<file path="src/rtl/systolic_pkg.sv">
// systolic_pkg: shared state encoding and default sizing for the systolic array controller.
package systolic_pkg;
    localparam int DEF_DATAWIDTH = 16;
    localparam int DEF_N_SIZE    = 5;
    typedef enum logic [2:0] {IDLE, FILL, FEED, DRAIN, EMIT} state_t;
endpackage

</file>
<file path="src/rtl/systolic_row_buf.sv">
// systolic_row_buf: DEPTH-entry register buffer with indexed write and combinational indexed read.
module systolic_row_buf #(
    parameter int WIDTH = 32,
    parameter int DEPTH = 5
) (
    input  logic                     clk,
    input  logic                     we,
    input  logic [$clog2(DEPTH)-1:0] waddr,
    input  logic [WIDTH-1:0]         wdata,
    input  logic [$clog2(DEPTH)-1:0] raddr,
    output logic [WIDTH-1:0]         rdata
);
    logic [WIDTH-1:0] mem [DEPTH];
    always_ff @(posedge clk)
        if (we) mem[waddr] <= wdata;
    assign rdata = mem[raddr];
endmodule

</file>
<file path="src/rtl/systolic_ctrl.sv">
// systolic_ctrl: loads operand beats, feeds them to an N_SIZE x N_SIZE systolic array,
// collects the result rows and hands them out one row per handshake.
module systolic_ctrl
    import systolic_pkg::*;
#(
    parameter int DATAWIDTH = DEF_DATAWIDTH,
    parameter int N_SIZE    = DEF_N_SIZE,
    parameter int TIMEOUT   = 4 * N_SIZE
) (
    input  logic                            clk,
    input  logic                            rst,
    input  logic                            start,
    output logic                            busy,
    output logic                            done,
    output logic                            err,
    input  logic                            in_valid,
    output logic                            in_ready,
    input  logic [N_SIZE*DATAWIDTH-1:0]     in_a,
    input  logic [N_SIZE*DATAWIDTH-1:0]     in_b,
    output logic                            arr_valid_in,
    output logic [N_SIZE*DATAWIDTH-1:0]     arr_a,
    output logic [N_SIZE*DATAWIDTH-1:0]     arr_b,
    input  logic                            arr_valid_out,
    input  logic [N_SIZE*2*DATAWIDTH-1:0]   arr_c,
    output logic                            out_valid,
    input  logic                            out_ready,
    output logic [N_SIZE*2*DATAWIDTH-1:0]   out_c,
    output logic [$clog2(N_SIZE)-1:0]       out_row,
    output logic                            out_last
);
    localparam int CW = $clog2(N_SIZE);
    localparam int TW = $clog2(TIMEOUT + 1);
    localparam int RW = 2 * N_SIZE * DATAWIDTH;
    localparam logic [CW-1:0] LAST = CW'(N_SIZE - 1);
    state_t        state;
    logic [CW-1:0] k, r;
    logic [TW-1:0] drain_cnt;
    logic [RW-1:0] op, res;
    logic          wr_op, wr_res, last_k, last_r;
    assign last_k       = k == LAST;
    assign last_r       = r == LAST;
    assign wr_op        = state == FILL && in_valid;
    assign wr_res       = state == DRAIN && arr_valid_out;
    assign busy         = state != IDLE;
    assign in_ready     = state == FILL;
    assign arr_valid_in = state == FEED;
    assign {arr_a, arr_b} = arr_valid_in ? op : '0;
    assign out_valid    = state == EMIT;
    assign out_c        = res;
    assign out_row      = r;
    assign out_last     = out_valid && last_r;
    // operand entry k holds {column k of A, row k of B}
    systolic_row_buf #(.WIDTH(RW), .DEPTH(N_SIZE)) u_op_buf (
        .clk(clk), .we(wr_op), .waddr(k), .wdata({in_a, in_b}), .raddr(k), .rdata(op)
    );
    systolic_row_buf #(.WIDTH(RW), .DEPTH(N_SIZE)) u_res_buf (
        .clk(clk), .we(wr_res), .waddr(r), .wdata(arr_c), .raddr(r), .rdata(res)
    );
    always_ff @(posedge clk) begin
        if (rst) begin
            state     <= IDLE;
            k         <= '0;
            r         <= '0;
            drain_cnt <= '0;
            done      <= 1'b0;
            err       <= 1'b0;
        end else begin
            done <= 1'b0;
            err  <= 1'b0;
            case (state)
                IDLE: if (start) state <= FILL;
                FILL: if (in_valid) begin
                    k <= last_k ? '0 : k + 1'b1;
                    if (last_k) state <= FEED;
                end
                FEED: begin
                    k <= last_k ? '0 : k + 1'b1;
                    if (last_k) state <= DRAIN;
                end
                DRAIN: begin
                    drain_cnt <= drain_cnt + 1'b1;
                    if (arr_valid_out) r <= last_r ? '0 : r + 1'b1;
                    // a completed final row wins over a timeout in the same cycle
                    if (arr_valid_out && last_r) begin
                        state     <= EMIT;
                        drain_cnt <= '0;
                    end else if (drain_cnt == TW'(TIMEOUT - 1)) begin
                        state     <= IDLE;
                        err       <= 1'b1;
                        drain_cnt <= '0;
                        r         <= '0;
                    end
                end
                EMIT: if (out_ready) begin
                    r <= last_r ? '0 : r + 1'b1;
                    if (last_r) begin
                        state <= IDLE;
                        done  <= 1'b1;
                    end
                end
                default: state <= IDLE;
            endcase
        end
    end
endmodule
</file>
<file path="config.mk">
export PLATFORM = sky130hd
export DESIGN_NAME = systolic_ctrl
export DESIGN_NICKNAME = d
export VERILOG_FILES = /design/src/rtl/systolic_pkg.sv /design/src/rtl/systolic_row_buf.sv /design/src/rtl/systolic_ctrl.sv
export SDC_FILE = /design/constraint.sdc
export NUM_CORES = 1
export LEC_CHECK = 0
export ABC_CLOCK_PERIOD_IN_PS = 19100
export BUFFER_PORTS_ARGS = -buffer_cell sky130_fd_sc_hd__buf_2
export CORE_ASPECT_RATIO = 1.4
export CORE_UTILIZATION = 40
export DETAILED_ROUTE_END_ITERATION = 7
export GPL_TIMING_DRIVEN = 0
export PLACE_DENSITY = 0.62
export SYNTH_ARGS = -nofsm -noshare
export SYNTH_HDL_FRONTEND = slang
export SYNTH_HIERARCHICAL = 1
export SYNTH_SLANG_ARGS = --single-unit
</file>
<file path="constraint.sdc">
create_clock -name clk -period 19.1 [get_ports clk]
set_input_delay 1.91 -clock clk [delete_from_list [all_inputs] [get_ports clk]]
set_output_delay 1.91 -clock clk [all_outputs]
set_load 0.01 [all_outputs]
</file>
# == After elaboration in Yosys (flattened, before gate mapping) ==
# Memories as Yosys holds them, arrays and structs flattened. A register that Yosys moved wholly into a read port is not among the register bits.
# Index checks and enable logic that the tools add are counted.
# classes
reduce_logical,13
n_eq_ne,14
muxes,31
bitwise_logic,3
add_sub_neg,3
# op_table
cell,count
2-to-1 mux 160 bit,1
2-to-1 mux 3 bit,19
one-hot mux 3 bit (5 select lines),1
one-hot mux 3 bit (2 select lines),2
2-to-1 mux 5 bit,2
== test 3 bit (second input constant),3
inequality test 2 x 1 -> 1 bit (second input constant),4
AND reduction 7 bit,1
adder 3 x 1 -> 3 bit (second input constant),2
== test 3 x 2 -> 1 bit (second input constant),2
2-to-1 mux 1 bit,6
OR reduction 3 bit,2
adder 5 x 1 -> 5 bit (second input constant),1
== test 5 bit (second input constant),1
logical AND 1 bit,4
inequality test 2 bit (second input constant),2
AND reduction 2 bit,2
nonzero test 2 bit,2
== test 3 x 1 -> 1 bit (second input constant),1
logical NOT 3 bit,1
inequality test 3 x 1 -> 1 bit (second input constant),1
inverter 1 bit,3
nonzero test 3 bit,1
# word_totals
memories,2
ramBits,1600
wordCells,72
inputBits,326
out_inout_bits,330
regBits,16
# mem_list
name,depth,word_bits,rd,rd_ports_with_merged_regs,write_ports,line_no,rtl
u_op_buf.mem,5,160,1,1,1,systolic_row_buf.sv:13,logic [WIDTH-1:0] mem [DEPTH];
u_res_buf.mem,5,160,1,1,1,systolic_row_buf.sv:13,

# == Longest topological paths before layout ==
# Gate-level depths: netlist of the first run.
# depth
ltp_word,8
ltp_mapped,8
ltp_nobuf,6

# == Hierarchy ==
# The synthesis of the first run kept the hierarchy.
# by_module_without_submodules
mod,cells_each,area_per_inst_um2,seq_area_each_um2,instances
systolic_row_buf,1714,31935.6,24023.0,2
systolic_ctrl,280,1981.9,320.3,1

# == Least setup slack after synthesis of the first run ==
# OpenSTA, ideal clock, no wires.
# synth_timing
kind,input port to flip-flop
startpoint,in in_valid
endpoint,"mem u_op_buf/mem[0][0] (netlist bit), enable pin"
arrival_ps,18614
n_path_buf,0
cell_stages,2
setup_ps,1127
required_time_ps,17973
setup_slack_ps,-641
path_cell_list,and4bb_2 -> nor4b_1
# synth_between
elab_chain_cells,3
# synth_lines
item,line_no,rtl
"start, declared",systolic_ctrl.sv:16,"input logic in_valid,"
logical AND 1 bit,systolic_ctrl.sv:42,assign wr_op = state == FILL && in_valid;
2-to-1 mux 1 bit,systolic_row_buf.sv:15,if (we) mem[waddr] <= wdata;
2-to-1 mux 1 bit (implied by the code),systolic_row_buf.sv:15,
"end, declared",systolic_row_buf.sv:13,
# Every way passes these cells.

==> flow_summary.toml, run 1 <==
[status]
status = "complete, no violations"

[setup_path]
cp_top_family = "buffers and inverters"
max_stage_delay_ps = 820
critPathKind = "reg -> out"
r2r_end = "u_res_buf/mem[1][38]$_DFFE_PP_"
reg2reg_slack_ps = 15480
cpMostUsedCell = "buf_2"
path_buf_inv = 4
cp-end-kind = "output port"
required_ps = 17190
path_cells = "buf_6, nor2_2, clkbuf_1, buf_2, a221oi_2, and2_1, buf_2"
critPathMaxFanout = 12
cp_slowest_cell = "clkbuf_1"
regToRegStartpoint = "state[1]$_SDFFE_PP0P_"
r2r.worst_path.cells = 10
startpoint_type = "flop"
worstPathArrival_ps = 3830

[timing]
post-route-period-util_pct = 30.1
fin_skew_ps = 54.4
fin_ws_ps = 13360
finalSetupViolations = 0
rsz0062_at_grt = "false"
drv_slew = 0
slew_headroom_pct = 30.6
hold_viol_final = 0
fin_crit_ps = 5740
clock.fmax_mhz = 174
tightest_slew_ps = 1030
holdWs_ps = 509
tns_ps = 0

[synthesis]
syn_area_per_cell_um2 = 17.8
seq_area_frac_synth_pct = 73.4
synth.area.top_cells = "edfxtp_1 (73%), a221oi_2 (6.4%), mux2i_1 (4.9%)"
synth_edf_count = 1600
synth_top_area_share_pct = 73.0
ys.flop_type = "edfxtp_1"
yosysTopAreaCell = "edfxtp_1"
synth.distinct_cells = 48
post-synth-top-count-cell = "edfxtp_1"
syn_inst = 3708
synth_common_cells = "edfxtp_1 (1,600), inv_1 (325), mux2i_1 (321)"
netlist_area_mm2 = 0.0659
ys_ff_latch = 1616
async_flop_share_pct = 0
syn-num-nets = 4039
yosys_warnings = 6

[drt]
avgRoutedWirePerCell_um = 25.4
ant_nets = 0
drc = 0
viasPerCell = 5.18
drt-initial-drc-count = 2165
dr_total_vias = 35900
drt_pass1_iterations = 5
drt_wl_total_um = 176000

[place]
hpwl_um = 128000
io_buffers = 655
post-place-ws_ps = 14120
gp_congestion = 0.801

[global_routing]
grt_pass1_vias = 36200
antenna_found_initial = 109
grt-ovfl-total = 0
grt_usage_pct = 20.8
grt_max_degree = 49
grt_pass1_wl_um = 251000

[clock_network]
path_clk_slew_ps = 70
ctsHtreeMaxLevel = 4
cts_hold_buf = 0
cts_buffer_depth = 3
numCtsBuffers = 155
post-cts-setup-buffer-count = 0
clk_latency_ps = 810
cts_sinks = 1616
cts_tree = "built"
post_cts_resized = 0
root_buffer = "clkbuf_16"

[min_path]
min_path_cells = 2
worstHoldStart = "drain_cnt[0]$_SDFFE_PP0N_"
hold_end = "drain_cnt[0]$_SDFFE_PP0N_"
hold_path_class = "reg -> reg"

[job]
drv_cap = 0

[final_layout]
fin_nets = 4996
area.sequential_mm2 = 0.0484
final_core_utilization_pct = 48.3
multi_input_area_mm2 = 0.0149
final.fill_count = 13800
layout-drive-gt1-share_pct = 34.2
synthToLayoutAreaGrowth_pct = 19.5

[die]
die_w_um = 345
row_count = 175
io-pin-count = 656
design.die.area_mm2 = 0.166
initial_core_util_pct = 40.4
core_mm2 = 0.163
die_h_um = 482

[power]
p_sw_mw = 1.46
power.density_mw_per_mm2 = 90.2
p_comb_share_pct = 3.0
vdd_drop_max_mv = 0.0842
swShare_pct = 20.5
p_int_mw = 5.64
seqPwrFrac_pct = 55.2
total_power_mw = 7.10
power_frac_clock_pct = 41.7
leakage_nw = 26.8
## cell type report
class | count | share of cell area [%]
clock buffer | 189 | 5.14
multi-input combinational | 1532 | 19.0
sequential | 1616 | 61.4
antenna | 27 | 0.0858
timing repair buffer | 800 | 6.57
inverter | 325 | 1.55
clock inverter | 84 | 1.04
tap | 2124 | 3.38
buffer | 235 | 1.83
## stage by stage
step | instance area (µm²) | std cells
after global placement | 71800 | 6487
after CTS | 78700 | 6905
after floorplan | 65900 | 3708
final | 78700 | 6932
after global routing | 78700 | 6914
after detailed placement | 73800 | 6632
## logic make-up after synthesis
logic type / share of synthesized area (%)
fa+ha+maj: 0.0950
flops: 73.4
buf+inv: 4.04
simple gates: 5.15
compound gates: 12.3
mux: 4.88
xor+xnor: 0.0399
## routing by layer
| metal | track usage (%) | routed length (µm) | up-vias |
|---|---|---|---|
| met5 | 0 | 852 | - |
| met4 | 6.07 | 4470 | 134 |
| met3 | 10.3 | 21800 | 380 |
| met2 | 33.4 | 82000 | 1167 |
| met1 | 24.5 | 67200 | 17900 |
| li1 | - | - | 16400 |
## worst max-delay path by stage
| stage | slack [ps] | depth (start not counted) | startpoint | end |
|---|---|---|---|---|
| after floorplan | 570 | 2 | in_valid | u_op_buf/mem[1][0]$_DFFE_PP_ |
| after global placement | -14490 | 3 | in_valid | u_op_buf/mem[1][136]$_DFFE_PP_ |
| after detailed placement | 14120 | 7 | k[2]$_SDFFE_PP0P_ | arr_a[10] |
| after CTS | 13260 | 7 | k[2]$_SDFFE_PP0P_ | arr_a[10] |
| after global routing | 13320 | 7 | k[2]$_SDFFE_PP0P_ | arr_a[10] |
| final | 13360 | 7 | k[2]$_SDFFE_PP0P_ | arr_a[10] |
## layout by cell type (no fill, tap or decap), types with 37 or more instances in the layout
| cell type | Yosys | final |
|---|---|---|
| buf_8 | 0 | 42 |
| a221oi_1 | 40 | 40 |
| and2_1 | 162 | 162 |
| a221oi_2 | 280 | 280 |
| a211oi_1 | 120 | 120 |
| inv_1 | 325 | 325 |
| buf_2 | 68 | 723 |
| clkbuf_1 | 97 | 129 |
| buf_6 | 58 | 151 |
| clkinv_1 | 0 | 37 |
| mux2i_1 | 321 | 321 |
| nor2b_1 | 316 | 316 |
| a211oi_2 | 200 | 200 |
| clkbuf_16 | 0 | 157 |
| edfxtp_1 | 1600 | 1600 |
## sequential cells by signal, indices dropped and copies added (netlist names)
register / count
u_op_buf/mem: 800
u_res_buf/mem: 800
drain_cnt: 5
k: 3
out_row: 3
state: 3
done: 1
err: 1
## worst reg2reg max path: stages, from the launching register on
cell and delay, ps:
dfxtp_1 380, buf_2 220, and3b_1 170, buf_2 210, and2_1 390, nor4bb_4 880
buf_6 280, buf_8 180, buf_6 200, buf_6 210, buf_6 200
## power by group through the flow
stage	clock [mW]	combinational [mW]	sequential [mW]
floorplan	0	0.102	4.01
global placement	0	0.202	4.01
detailed placement	0	0.217	4.00
CTS	3.02	0.218	3.92
global route	3.15	0.233	3.92
finish	2.96	0.215	3.92
Note: power is estimated with default switching activity, not from simulation.
==> inputs of run 2 (changes only) <==
--- a/config.mk
+++ b/config.mk
@@ -5,13 +5,13 @@
 export SDC_FILE = /design/constraint.sdc
 export NUM_CORES = 1
 export LEC_CHECK = 0
-export ABC_CLOCK_PERIOD_IN_PS = 19100
+export ABC_CLOCK_PERIOD_IN_PS = 5800
 export BUFFER_PORTS_ARGS = -buffer_cell sky130_fd_sc_hd__buf_2
 export CORE_ASPECT_RATIO = 1.4
 export CORE_UTILIZATION = 40
 export DETAILED_ROUTE_END_ITERATION = 7
 export GPL_TIMING_DRIVEN = 0
-export PLACE_DENSITY = 0.62
+export PLACE_DENSITY = 0.6
 export SYNTH_ARGS = -nofsm -noshare
 export SYNTH_HDL_FRONTEND = slang
 export SYNTH_HIERARCHICAL = 1
==> constraint.sdc (replaced) <==
create_clock -name clk -period 5.8 [get_ports clk]
set_input_delay 0.58 -clock clk [delete_from_list [all_inputs] [get_ports clk]]
set_output_delay 0.58 -clock clk [all_outputs]
set_load 0.01 [all_outputs]
==> run 2 against run 1 <==
Against the previous run: sequential power increased to 3.3 times the previous value; setup slack got worse by 12000 ps; worst hold slack got worse by 450 ps; largest power group unchanged; critical path depth unchanged; via count increased by 3.8%; sequential share of layout area decreased by 2.4 points; flip-flop and latch count unchanged; highest routed layer unchanged; wire length increased by 0.25%; largest cell class unchanged; clock power increased to 3.3 times the previous value; core utilization increased by 2.0 points.
==> flow_summary.toml, run 2 (same netlist as run 1, synthesis figures left out) <==
[status]
status = "complete, no violations"

[place]
hpwl_um = 126000
post-place-ws_ps = 2180
io_buffers = 655
gp_congestion = 0.809
placed_area_mm2 = 0.0739

[clock_network]
post_cts_resized = 0
post-cts-setup-buffer-count = 0
numCtsBuffers = 154
cts_buffer_depth = 3
ctsHtreeMaxLevel = 4
clk_latency_ps = 790
cts_sinks = 1616
cts_hold_buf = 307
cts_tree = "built"
root_buffer = "clkbuf_16"
path_clk_slew_ps = 60

[die]
row_count = 175
core_mm2 = 0.163
die_w_um = 345
initial_core_util_pct = 40.4
die_h_um = 482
design.die.area_mm2 = 0.166
io-pin-count = 656

[timing]
drv_slew = 0
slew_headroom_pct = 21.6
fin_skew_ps = 32.9
fin_ws_ps = 1370
tightest_slew_ps = 1170
post-route-period-util_pct = 76.4
fin_crit_ps = 4430
tns_ps = 0
finalSetupViolations = 0
hold_viol_final = 0
rsz0062_at_grt = "false"
clock.fmax_mhz = 226

[final_layout]
final.fill_count = 13600
fin_area_mm2 = 0.0820
layout-drive-gt1-share_pct = 32.0
fin_nets = 5286
final_core_utilization_pct = 50.3
layout_commonest_cell = "edfxtp_1"
synthToLayoutAreaGrowth_pct = 24.5
top_regs = "u_op_buf/mem: 800 flops, u_res_buf/mem: 800 flops, drain_cnt: 5 flops"
layout_common_cells = "edfxtp_1 (1,600), buf_2 (721), inv_1 (325)"

[drt]
viasPerCell = 5.16
drt-initial-drc-count = 2257
dr_total_vias = 37300
drt_pass1_iterations = 5
avgRoutedWirePerCell_um = 24.4
drt_wl_total_um = 177000
ant_nets = 0
drc = 0

[job]
drv_cap = 0

[setup_path]
cp_slowest_cell = "clkbuf_1"
worstPathArrival_ps = 3850
path_cells = "buf_6, nor2_2, clkbuf_1, buf_2, a221oi_2, and2_1, buf_2"
cp-end-kind = "output port"
startpoint_type = "flop"
max_stage_delay_ps = 760
cpMostUsedCell = "buf_2"
critPathMaxFanout = 12
required_ps = 5220
critPathKind = "reg -> out"

[power]
swShare_pct = 20.6
power.density_mw_per_mm2 = 289
leakage_nw = 28.1
p_comb_share_pct = 3.8
seqPwrFrac_pct = 54.6
p_sw_mw = 4.87
p_int_mw = 18.8
vdd_drop_max_mv = 0.281
power_frac_clock_pct = 41.6
total_power_mw = 23.7

[global_routing]
grt_pass1_wl_um = 255000
antenna_found_initial = 68
grt_usage_pct = 20.9
grt_max_degree = 48
grt_pass1_vias = 38100
grt-ovfl-total = 0

[min_path]
hold_path_class = "in -> reg"
==> run 2: cell count changes in the layout (fill, tap and decap cells not counted), moves of 3 or more <==
cell,delta
buf_16,+16
inv_16,-3
clkinvlp_4,-3
buf_6,-35
dlygate4sd3_1,+307
clkinv_2,+6
clkinv_4,-3
buf_8,+8
==> run 2: layout make-up <==
| class | instances | area, µm² | area share, % |
|---|---|---|---|
| clock buffer | 191 | 4050 | 4.93 |
| clock inverter | 85 | 861 | 1.05 |
| sequential | 1616 | 48400 | 59.0 |
| antenna | 29 | 72.6 | 0.0885 |
| tap | 2124 | 2660 | 3.24 |
| buffer | 235 | 1450 | 1.77 |
| inverter | 325 | 1220 | 1.49 |
| multi-input combinational | 1532 | 14900 | 18.2 |
| timing repair buffer | 1091 | 8350 | 10.2 |
==> run 2: critical path, delay by kind of cell (launching register included) <==
family	cells	cell delay, ps
buffers and inverters	4	1700
AO/OA/AOI/OAI	1	190
flip-flops	1	540
AND/OR/NAND/NOR	2	600
==> run 2: per-stage QoR <==
stage               hold WS, ps  std cells
CTS                       0.981       7199
finish                     55.2       7228
detailed placement          497       6616
global placement            474       6487
global route               36.5       7216
floorplan                   463       3708
==> run 2: path summary, 6_finish.rpt <==
check / startpoint / endpoint / slack, ps / cells after the start
setup reg to reg: state[2]$_SDFFE_PP0P_ / u_op_buf/mem[1][102]$_DFFE_PP_ / 2660 / 8
hold / removal: in_b[70] / u_op_buf/mem[2][70]$_DFFE_PP_ / 60 / 1
setup / recovery: k[2]$_SDFFE_PP0P_ / arr_b[59] / 1370 / 7
hold reg to reg: drain_cnt[0]$_SDFFE_PP0N_ / drain_cnt[0]$_SDFFE_PP0N_ / 510 / 2
==> run 2: power groups by stage <==
| stage | clock [mW] | combinational (mW) | sequential (mW) |
|---|---|---|---|
| after floorplan | 0 | 0.337 | 13.2 |
| after global placement | 0 | 0.666 | 13.2 |
| final | 9.83 | 0.906 | 12.9 |
| after global routing | 10.4 | 0.973 | 12.9 |
| after CTS | 10.0 | 0.913 | 12.9 |
| after detailed placement | 0 | 0.714 | 13.2 |
==> run 2: metal layers <==
metal	track usage, %	vias up	share of wire, %
met3	8.54	298	11
li1	-	17000	-
met4	5.52	72	2.2
met1	25.3	18700	40
met2	34.3	1231	47
met5	0	-	0.26
==> inputs of run 3 (changes only) <==
--- a/config.mk
+++ b/config.mk
@@ -5,7 +5,7 @@
 export SDC_FILE = /design/constraint.sdc
 export NUM_CORES = 1
 export LEC_CHECK = 0
-export ABC_CLOCK_PERIOD_IN_PS = 5800
+export ABC_CLOCK_PERIOD_IN_PS = 4400
 export BUFFER_PORTS_ARGS = -buffer_cell sky130_fd_sc_hd__buf_2
 export CORE_ASPECT_RATIO = 1.4
 export CORE_UTILIZATION = 40
==> constraint.sdc (replaced) <==
create_clock -name clk -period 4.4 [get_ports clk]
set_input_delay 0.44 -clock clk [delete_from_list [all_inputs] [get_ports clk]]
set_output_delay 0.44 -clock clk [all_outputs]
set_load 0.01 [all_outputs]
==> run 3 against run 2 <==
Against the previous run: global-route usage barely moved; first-iteration DRC count rose by 7.9%; setup slack got worse by 1200 ps; register-to-register slack got worse by 1400 ps; combinational power rose by 34%; clock-buffer cell count fell by 3; final cell count rose by 0.42%; core utilization rose by 0.15 points; cell area rose by 0.30%; clock power rose by 32%; total power rose by 32%; largest cell class unchanged.
==> flow_summary.toml, run 3 (same netlist as run 1, synthesis figures left out) <==
[final_layout]
layout-drive-gt1-share_pct = 32.1
top_regs = "u_op_buf/mem: 800 flops, u_res_buf/mem: 800 flops, drain_cnt: 5 flops"
layout_common_cells = "edfxtp_1 (1,600), buf_2 (721), inv_1 (325)"
fin_nets = 5308
layout_commonest_cell = "edfxtp_1"
finalNonFillerCells = 7258
synthToLayoutAreaGrowth_pct = 24.9
final_core_utilization_pct = 50.5

[die]
die_h_um = 482
core_mm2 = 0.163
design.die.area_mm2 = 0.166
initial_core_util_pct = 40.4
io-pin-count = 656
row_count = 175
die_w_um = 345

[clock_network]
clk_latency_ps = 820
root_buffer = "clkbuf_16"
numCtsBuffers = 157
cts_buffer_depth = 3
ctsHtreeMaxLevel = 4
cts_tree = "built"
path_clk_slew_ps = 60
cts_sinks = 1616
post-cts-setup-buffer-count = 0

[drt]
drt-initial-drc-count = 2436
ant_nets = 0
drt_pass1_iterations = 5
drt_wl_total_um = 177000
avgRoutedWirePerCell_um = 24.4
viasPerCell = 5.14
drc = 0
dr_total_vias = 37300

[place]
gp_congestion = 0.816
hpwl_um = 125000
io_buffers = 655
placed_cells = 6620
post-place-ws_ps = 912

[timing]
tns_ps = 0
tightest_slew_ps = 1090
rsz0062_at_grt = "false"
slew_headroom_pct = 26.4
post-route-period-util_pct = 95.4
fin_crit_ps = 4200
fin_ws_ps = 204
clock.fmax_mhz = 238
fin_skew_ps = 43.1
drv_slew = 0
finalSetupViolations = 0
hold_viol_final = 0

[setup_path]
worstPathArrival_ps = 3760
cp_slowest_cell = "clkbuf_1"
reg2reg_slack_ps = 1270
max_stage_delay_ps = 780
startpoint_type = "flop"
path_cells = "buf_6, nor2_2, clkbuf_1, buf_2, a221oi_2, and2_1, buf_2"
cpMostUsedCell = "buf_2"
critPathMaxFanout = 12
required_ps = 3960
cp-end-kind = "output port"
critPathKind = "reg -> out"

[global_routing]
grt_pass1_vias = 37900
grt_max_degree = 42
grt-ovfl-total = 0
grt_pass1_wl_um = 256000
grt_usage_pct = 20.9
antenna_found_initial = 66

[status]
status = "complete, no violations"

[job]
drv_cap = 0

[power]
total_power_mw = 31.3
vdd_drop_max_mv = 0.370
leakage_nw = 28.2
power.density_mw_per_mm2 = 380

[min_path]
hold_path_class = "in -> reg"
run 3: final cells by class:
type,count,area (µm²)
diodes,43,108
plain buffers,235,1450
clock buffers,188,4070
clock inverters,85,862
fillers,13500,80700
inverters,325,1220
multi-input cells,1532,14900
flip-flops and latches,1616,48400
well taps,2124,2660
repair buffers,1110,8540
run 3: final timing paths:
| kind | start | end | cells past startpoint |
|---|---|---|---|
| min | arr_valid_out | out_row[1]$_SDFFE_PP0P_ | 4 |
| max reg2reg | state[1]$_SDFFE_PP0P_ | u_res_buf/mem[2][72]$_DFFE_PP_ | 10 |
| max | k[2]$_SDFFE_PP0P_ | arr_a[6] | 7 |
| min reg2reg | drain_cnt[0]$_SDFFE_PP0N_ | drain_cnt[0]$_SDFFE_PP0N_ | 2 |
run 3: power by group:
group	total (mW)	switching, mW	internal, mW	leakage [nW]
Clock	13.0	5.82	7.23	2.40
Combinational	1.21	0.657	0.556	11.3
Sequential	17.0	0.0220	17.0	14.5
Total	31.3	6.50	24.8	28.2
run 3: critical path: cells and delay by family, from the launching register on:
family | cells | cell delay, ps
buffers and inverters | 4 | 1740
and+or+nand+nor | 2 | 620
DFF | 1 | 490
AOI/OAI and AO/OA | 1 | 110
run 3: routing by layer:
metal | part of all wire (%) | vias to the layer above | GRT usage [%]
li1 | - | 17000 | -
met1 | 40 | 18700 | 26.0
met5 | 0.18 | - | 0
met2 | 47 | 1194 | 33.7
met4 | 2.3 | 50 | 6.26
met3 | 10 | 269 | 7.98
run 3: through the flow:
stage,cell area [µm²],hold WS [ps]
finish,82200,83.6
global route,82200,76.6
CTS,82100,15.7
detailed placement,74000,502
global placement,71900,481
floorplan,66000,463
run 3: what timing repair did:
action                                  in CTS  in global routing
hold buffers                               322                  0
hold endpoints to repair                  1606                  0
endpoints found under the setup margin       0                  0
resized for setup                            0                  0
